**src/rtl/addsub_seq.sv**
```systemverilog
// Digit-serial adder/subtractor, DIGIT bits per clock, LSB digit first.
// Define ADDSUB_SEQ_SAT_EN to clamp the result to the signed limit on overflow.
module addsub_seq #(
  parameter int WIDTH = 16,
  parameter int DIGIT = 4
) (
  input  logic             clk,
  input  logic             rst_n,
  input  logic             in_valid,
  output logic             in_ready,
  input  logic [WIDTH-1:0] a,
  input  logic [WIDTH-1:0] b,
  input  logic             sub,
  output logic             out_valid,
  input  logic             out_ready,
  output logic [WIDTH-1:0] result,
  output logic             carry,
  output logic             overflow,
  output logic             zero
);

  localparam int N  = WIDTH / DIGIT;
  localparam int CW = (N > 1) ? $clog2(N) : 1;

  generate
    if (WIDTH < 2 || DIGIT < 1 || (WIDTH % DIGIT) != 0) begin : g_bad_cfg
      $error("addsub_seq: WIDTH must be >= 2 and a multiple of DIGIT");
    end
  endgenerate

  typedef enum logic [1:0] {
    S_IDLE = 2'd0,
    S_RUN  = 2'd1,
    S_DONE = 2'd2
  } state_t;

  state_t r_state;
  state_t w_state_nxt;

  logic [WIDTH-1:0] r_a;
  logic [WIDTH-1:0] r_b;
  logic [WIDTH-1:0] r_acc;
  logic [CW-1:0]    r_cnt;
  logic             r_cy;
  logic             r_sub;
  logic             r_in_ready;
  logic             r_out_valid;
  logic [WIDTH-1:0] r_res;
  logic             r_carry;
  logic             r_ovf;
  logic             r_zero;

  logic             w_accept;
  logic             w_run;
  logic             w_last;
  logic             w_in_ready_nxt;
  logic             w_out_valid_nxt;
  logic [DIGIT:0]   w_sum;
  logic [WIDTH+DIGIT-1:0] w_acc_cat;
  logic [WIDTH+DIGIT-1:0] w_a_cat;
  logic [WIDTH+DIGIT-1:0] w_b_cat;
  logic [WIDTH-1:0] w_acc_nxt;
  logic [WIDTH-1:0] w_res;
  logic             w_msb_cin;
  logic             w_ovf;
  logic             w_carry;

  assign w_accept = (r_state == S_IDLE) && r_in_ready && in_valid;
  assign w_run    = (r_state == S_RUN);
  assign w_last   = w_run && (r_cnt == CW'(N - 1));

  // Operands shift right one digit per cycle; the low digit is always current.
  assign w_sum = {1'b0, r_a[DIGIT-1:0]}
               + {1'b0, r_b[DIGIT-1:0]}
               + {{DIGIT{1'b0}}, r_cy};

  assign w_acc_cat = {w_sum[DIGIT-1:0], r_acc};
  assign w_acc_nxt = w_acc_cat[WIDTH+DIGIT-1:DIGIT];
  assign w_a_cat   = {{DIGIT{1'b0}}, r_a};
  assign w_b_cat   = {{DIGIT{1'b0}}, r_b};

  assign w_msb_cin = r_a[DIGIT-1] ^ r_b[DIGIT-1] ^ w_sum[DIGIT-1];
  assign w_ovf     = w_msb_cin ^ w_sum[DIGIT];
  assign w_carry   = w_sum[DIGIT] ^ r_sub;

`ifdef ADDSUB_SEQ_SAT_EN
  always_comb begin
    w_res = w_acc_nxt;
    if (w_ovf) begin
      w_res = r_a[DIGIT-1] ? {1'b1, {(WIDTH-1){1'b0}}}
                           : {1'b0, {(WIDTH-1){1'b1}}};
    end
  end
`else
  assign w_res = w_acc_nxt;
`endif

  always_ff @(posedge clk or negedge rst_n) begin
    if (!rst_n) r_state <= S_IDLE;
    else        r_state <= w_state_nxt;
  end

  always_comb begin
    w_state_nxt = r_state;
    unique case (1'b1)
      r_state == S_IDLE: if (w_accept)  w_state_nxt = S_RUN;
      r_state == S_RUN:  if (w_last)    w_state_nxt = S_DONE;
      r_state == S_DONE: if (out_ready) w_state_nxt = S_IDLE;
      default:                          w_state_nxt = S_IDLE;
    endcase
  end

  always_comb begin
    w_in_ready_nxt  = 1'b0;
    w_out_valid_nxt = 1'b0;
    unique case (1'b1)
      r_state == S_IDLE: w_in_ready_nxt = !w_accept;
      r_state == S_RUN:  w_out_valid_nxt = w_last;
      r_state == S_DONE: begin
        w_out_valid_nxt = !out_ready;
        w_in_ready_nxt  = out_ready;
      end
      default: ;
    endcase
  end

  always_ff @(posedge clk or negedge rst_n) begin
    if (!rst_n) begin
      r_in_ready  <= 1'b0;
      r_out_valid <= 1'b0;
    end else begin
      r_in_ready  <= w_in_ready_nxt;
      r_out_valid <= w_out_valid_nxt;
    end
  end

  always_ff @(posedge clk or negedge rst_n) begin
    if (!rst_n) begin
      r_a     <= '0;
      r_b     <= '0;
      r_acc   <= '0;
      r_cnt   <= '0;
      r_cy    <= 1'b0;
      r_sub   <= 1'b0;
      r_res   <= '0;
      r_carry <= 1'b0;
      r_ovf   <= 1'b0;
      r_zero  <= 1'b0;
    end else if (w_accept) begin
      r_a   <= a;
      r_b   <= sub ? ~b : b;
      r_cy  <= sub;
      r_sub <= sub;
      r_cnt <= '0;
    end else if (w_run) begin
      r_a   <= w_a_cat[WIDTH+DIGIT-1:DIGIT];
      r_b   <= w_b_cat[WIDTH+DIGIT-1:DIGIT];
      r_acc <= w_acc_nxt;
      r_cy  <= w_sum[DIGIT];
      r_cnt <= r_cnt + 1'b1;
      if (w_last) begin
        r_res   <= w_res;
        r_carry <= w_carry;
        r_ovf   <= w_ovf;
        r_zero  <= (w_res == '0);
      end
    end
  end

  assign in_ready  = r_in_ready;
  assign out_valid = r_out_valid;
  assign result    = r_res;
  assign carry     = r_carry;
  assign overflow  = r_ovf;
  assign zero      = r_zero;

endmodule
```
**config.mk**
```make
export PLATFORM = sky130hd
export DESIGN_NAME = addsub_seq
export DESIGN_NICKNAME = d
export VERILOG_FILES = /design/src/rtl/addsub_seq.sv
export SDC_FILE = /design/constraint.sdc
export NUM_CORES = 1
export LEC_CHECK = 0
export ABC_AREA = 1
export BUFFER_PORTS_ARGS = -buffer_cell sky130_fd_sc_hd__buf_4
export CORE_MARGIN = 10
export CORE_UTILIZATION = 35
export CTS_BUF_LIST = sky130_fd_sc_hd__clkbuf_16
export DETAILED_ROUTE_END_ITERATION = 8
export SLEW_MARGIN = 0
export SYNTH_ARGS = -nofsm -noshare
export SYNTH_HDL_FRONTEND = slang
export SYNTH_SLANG_ARGS = --single-unit
```
**constraint.sdc**
```tcl
create_clock -name clk -period 3.76 [get_ports clk]
set_clock_uncertainty 0.15 [all_clocks]
set_input_delay 0 -clock clk [delete_from_list [all_inputs] [get_ports clk]]
set_output_delay 0 -clock clk [all_outputs]
set_load 0.05 [all_outputs]
```
==> results_tabular.tex <==
\begin{tabular}{lr}
\hline
Metric & Value \\
\hline
\multicolumn{2}{l}{\textbf{Yosys}} \\
\quad Post-Syn Nets & $\sim$400 \\
\quad Number of instances in the synthesized netlist & 359 \\
\quad Mean Syn Cell Area & 9.11 µm² \\
\quad Dominant cells by area after synthesis & dfrtp\_1 (54\%), nand2\_1 (13\%), o21ai\_0 (7.2\%) \\
\quad Sequential area share after synthesis & 0.543 \\
\quad Synthesized flop and latch total & 71 \\
\quad Yosys Warn Count & 0 \\
\quad Mapped Area & 3270 µm² \\
\quad Proportion of netlist area held by the largest area contributor & 0.543 \\
\quad Number of distinct library cells after synthesis & 28 \\
\quad Area leader, netlist & dfrtp\_1 \\
\multicolumn{2}{l}{\textbf{Drt}} \\
\quad Antenna-violating nets left & 0 \\
\quad DR iter-0 viols & 212 \\
\quad Post-detailed-routing wire length & 7360 µm \\
\quad DRC violation count after routing & 0 \\
\quad Via total after detailed routing & roughly 2600 \\
\quad Routed vias/inst & approximately 4.7 \\
\quad Routed wirelength normalized by instance count & 13.0 µm \\
\quad Count of TritonRoute iterations in the first routing pass & 4 \\
\multicolumn{2}{l}{\textbf{Setup path}} \\
\quad FF-to-FF End & r\_cnt[1] \\
\quad Critical Path Most Common Cell & inv\_1 \\
\quad CP Data Required Time & $\sim$3800 ps \\
\quad CP Cell Sequence & inv\_1 -> ha\_1 -> inv\_4 -> nand2\_2 -> inv\_2 -> a22oi\_1 -> inv\_1 \\
\quad Critical path's largest stage delay & between 600 and 700 ps \\
\quad Worst setup EP type & register \\
\quad Sort of element at the start of the critical path & register \\
\quad Maximum fanout along the worst path & 25 \\
\quad RR Startpoint & r\_state[1] \\
\quad Slowest library cell on the worst path & ha\_1 \\
\quad Logic depth of the worst register-to-register path & 7 \\
\quad Data arrival time of the critical path & 2340 ps \\
\quad Critical path class & reg2reg \\
\quad R2r setup slk & 1480 ps \\
\multicolumn{2}{l}{\textbf{Global routing}} \\
\quad First-pass GRT wire length & 12800 µm \\
\quad Overall overflow remaining after global route & 0 \\
\quad Largest net degree at the start of global routing & 72 \\
\quad Antenna violations before repair & 0 \\
\quad Via count of the first global-routing pass & 2714 \\
\quad Aggregate global-route resource usage & 0.117 \\
\multicolumn{2}{l}{\textbf{Die}} \\
\quad Die width & 117 µm \\
\quad Die Y-Extent & 117 µm \\
\quad Floorplan row count & 35 \\
\quad Placeable core region & 9150 µm² \\
\quad I/O pin cnt & 58 \\
\quad DIE AREA & 13600 µm² \\
\quad Starting density of the core & 0.357 \\
\multicolumn{2}{l}{\textbf{Final layout}} \\
\quad Diodes inserted & 0 \\
\quad Ratio of cells with drive above 1 in the final layout & 0.178 \\
\quad Fill cell count & around 850 \\
\quad Post-layout utilization of the core & 0.484 \\
\quad Layout Area Growth over Synthesis & 35.3\% \\
\quad Fin nets & 497 \\
\multicolumn{2}{l}{\textbf{STA}} \\
\quad Final Hold Violating Endpoints & 0 \\
\quad Final total negative setup slack & 0 ps \\
\quad Transition time at the pin with the least slew margin & 888 ps \\
\quad Final number of max-transition violations & 0 \\
\quad Count of final setup violators & 0 \\
\quad Setup repair after global routing missed its margin & false \\
\quad Final Cycle Share & 0.607 \\
\quad Max-slew headroom at the worst pin & 0.408 \\
\quad Max frequency & $\sim$440 MHz \\
\quad Post-Route Hold Slack & 70.7 ps \\
\quad Least setup slack across all paths after layout & 1480 ps \\
\quad Clock period minus final worst setup slack & 2280 ps \\
\multicolumn{2}{l}{\textbf{Clocking}} \\
\quad Number of buffers created by CTS & 9 \\
\quad CTS sink cnt & 71 \\
\quad Clock input transition at the sequential cells of the worst setup and hold paths & 60 ps \\
\quad TritonCTS clock tree & built \\
\quad Clock root buffer master & clkbuf\_16 \\
\quad Post-CTS repair timing setup buffer count & 0 \\
\quad H-tree depth reported by CTS & 3 \\
\quad Latest clock arrival within the worst-skew pair & $\sim$320 ps \\
\quad Maximum clock path buffer count & 2 \\
\quad Post-cts resize count & 0 \\
\multicolumn{2}{l}{\textbf{Run}} \\
\quad Max cap viols & 0 \\
\multicolumn{2}{l}{\textbf{Min path}} \\
\quad Capture endpoint of the worst hold path & r\_b[15] \\
\quad Launch point of the worst hold path & in\_valid \\
\quad Classification of the worst-slack hold path & in2reg \\
\quad Instance count along the most critical hold path & 3 \\
\multicolumn{2}{l}{\textbf{Status}} \\
\quad Run status & finished clean \\
\multicolumn{2}{l}{\textbf{Placement}} \\
\quad Count of input and output buffers & 57 \\
\quad Setup slack after placement & roughly 1500 ps \\
\quad HPWL reported at the end of detailed placement & 5120 µm \\
\quad Final weighted congestion in routability-driven placement & 0.785 \\
\multicolumn{2}{l}{\textbf{Pwr}} \\
\quad Sum of internal, switching and leakage power & 3.84 mW \\
\quad Total leakage power & around 2.1 nW \\
\quad Max rail drop VDD & 0.000302 V \\
\quad Power density cells & just under 900 nW/µm² \\
\hline
\end{tabular}
-- worst max path at each step --
stage                     from        to  slack, ps
floorplan               r_a[0]      zero       1810
global placement    r_state[1]  r_cnt[1]       1520
detailed placement  r_state[1]  r_cnt[1]       1460
CTS                 r_state[1]  r_cnt[1]       1440
global route        r_state[1]  r_cnt[1]       1280
finish              r_state[1]  r_cnt[1]       1480
-- cell type report --
class	instances	area, µm²	area share
Inverter	39	149	0.0336
Clock buffer	9	225	0.0509
Tap cell	111	139	0.0314
Sequential cell	71	1780	0.401
Multi-Input combinational cell	234	1240	0.281
Timing Repair Buffer	95	806	0.182
Clock inverter	6	86.3	0.0195
-- flip-flops by register name, summed over array words and instances (netlist names) --
register / cells
r_acc: 12
zero: 1
overflow: 1
in_ready: 1
r_cnt: 2
result: 16
r_state: 2
r_b: 16
carry: 1
r_cy: 1
r_sub: 1
out_valid: 1
r_a: 16
-- kinds of logic (layout without fill, tap and decap cells) --
kind of cell / after synthesis / in the layout / share of synthesized area
simple gates: 138 / 138 / 0.172
flops: 71 / 71 / 0.543
compound gates: 70 / 70 / 0.123
buf+inv: 54 / 149 / 0.0765
xor+xnor: 16 / 16 / 0.0428
fa+ha+maj: 10 / 10 / 0.0428
-- layer usage --
metal,vias up,track usage,wire length (µm)
li1,1331,-,-
met1,1235,0.150,3410
met2,61,0.183,3490
met3,4,0.0452,438
met4,0,0.0247,28
met5,-,0,0
-- critical path, delay by kind of cell, from the launching register on --
kind / cells / cell delay [ps]
adder cells (fa/ha/maj): 1 / 690
buffers and inverters: 4 / 520
flip-flops: 1 / 370
AND/OR/NAND/NOR: 1 / 220
AO/OA/AOI/OAI: 1 / 210
-- stage by stage --
stage	instance area, µm²	cells
5_1_grt	4430	565
3_5_place_dp	3740	513
3_3_place_gp	3740	513
2_1_floorplan	3270	359
4_1_cts	4430	565
6_report	4430	565
-- report_power, final --
group / switching [mW] / leakage (nW) / internal (mW)
Combinational: 1.12 / 1.05 / 0.550
Sequential: 0.185 / 0.917 / 1.11
Clock: 0.307 / 0.151 / 0.575
-- what timing repair did --
item                                    CTS  global route
hold buffers                             37             0
endpoints found under the setup margin    0             0
hold endpoints to repair                108             0
-- layout by cell type (no fill, tap or decap), drive strengths merged, types with 9 or more instances in the layout --
cell,synthesis,final
dfrtp,71,71
o21ai,47,47
inv,39,39
clkbuf,4,9
nand2,114,114
dlygate4sd3,0,37
xnor2,15,15
buf,11,58
nand3,11,11
o211ai,17,17
nor2,11,11
-- synth_stat cells --
cell type    n
dfrtp_1     71
inv_4        1
clkbuf_2     1
buf_2        5
nand3_1     10
inv_1       35
xnor2_1     15
o22ai_1      2
nand3_4      1
a21boi_0     1
o21ai_0     47
nand4_1      2
nand2_1    112
nand2_2      1
buf_6        4
nand2_4      1
fa_1         2
nor2_1      10
o21a_1       1
nor2_2       1
buf_4        2
ha_1         8
clkbuf_1     3
o211ai_1    17
a21oi_1      1
a22oi_1      1
xor2_1       1
inv_2        3
Note: power is estimated with default switching activity, not from simulation.
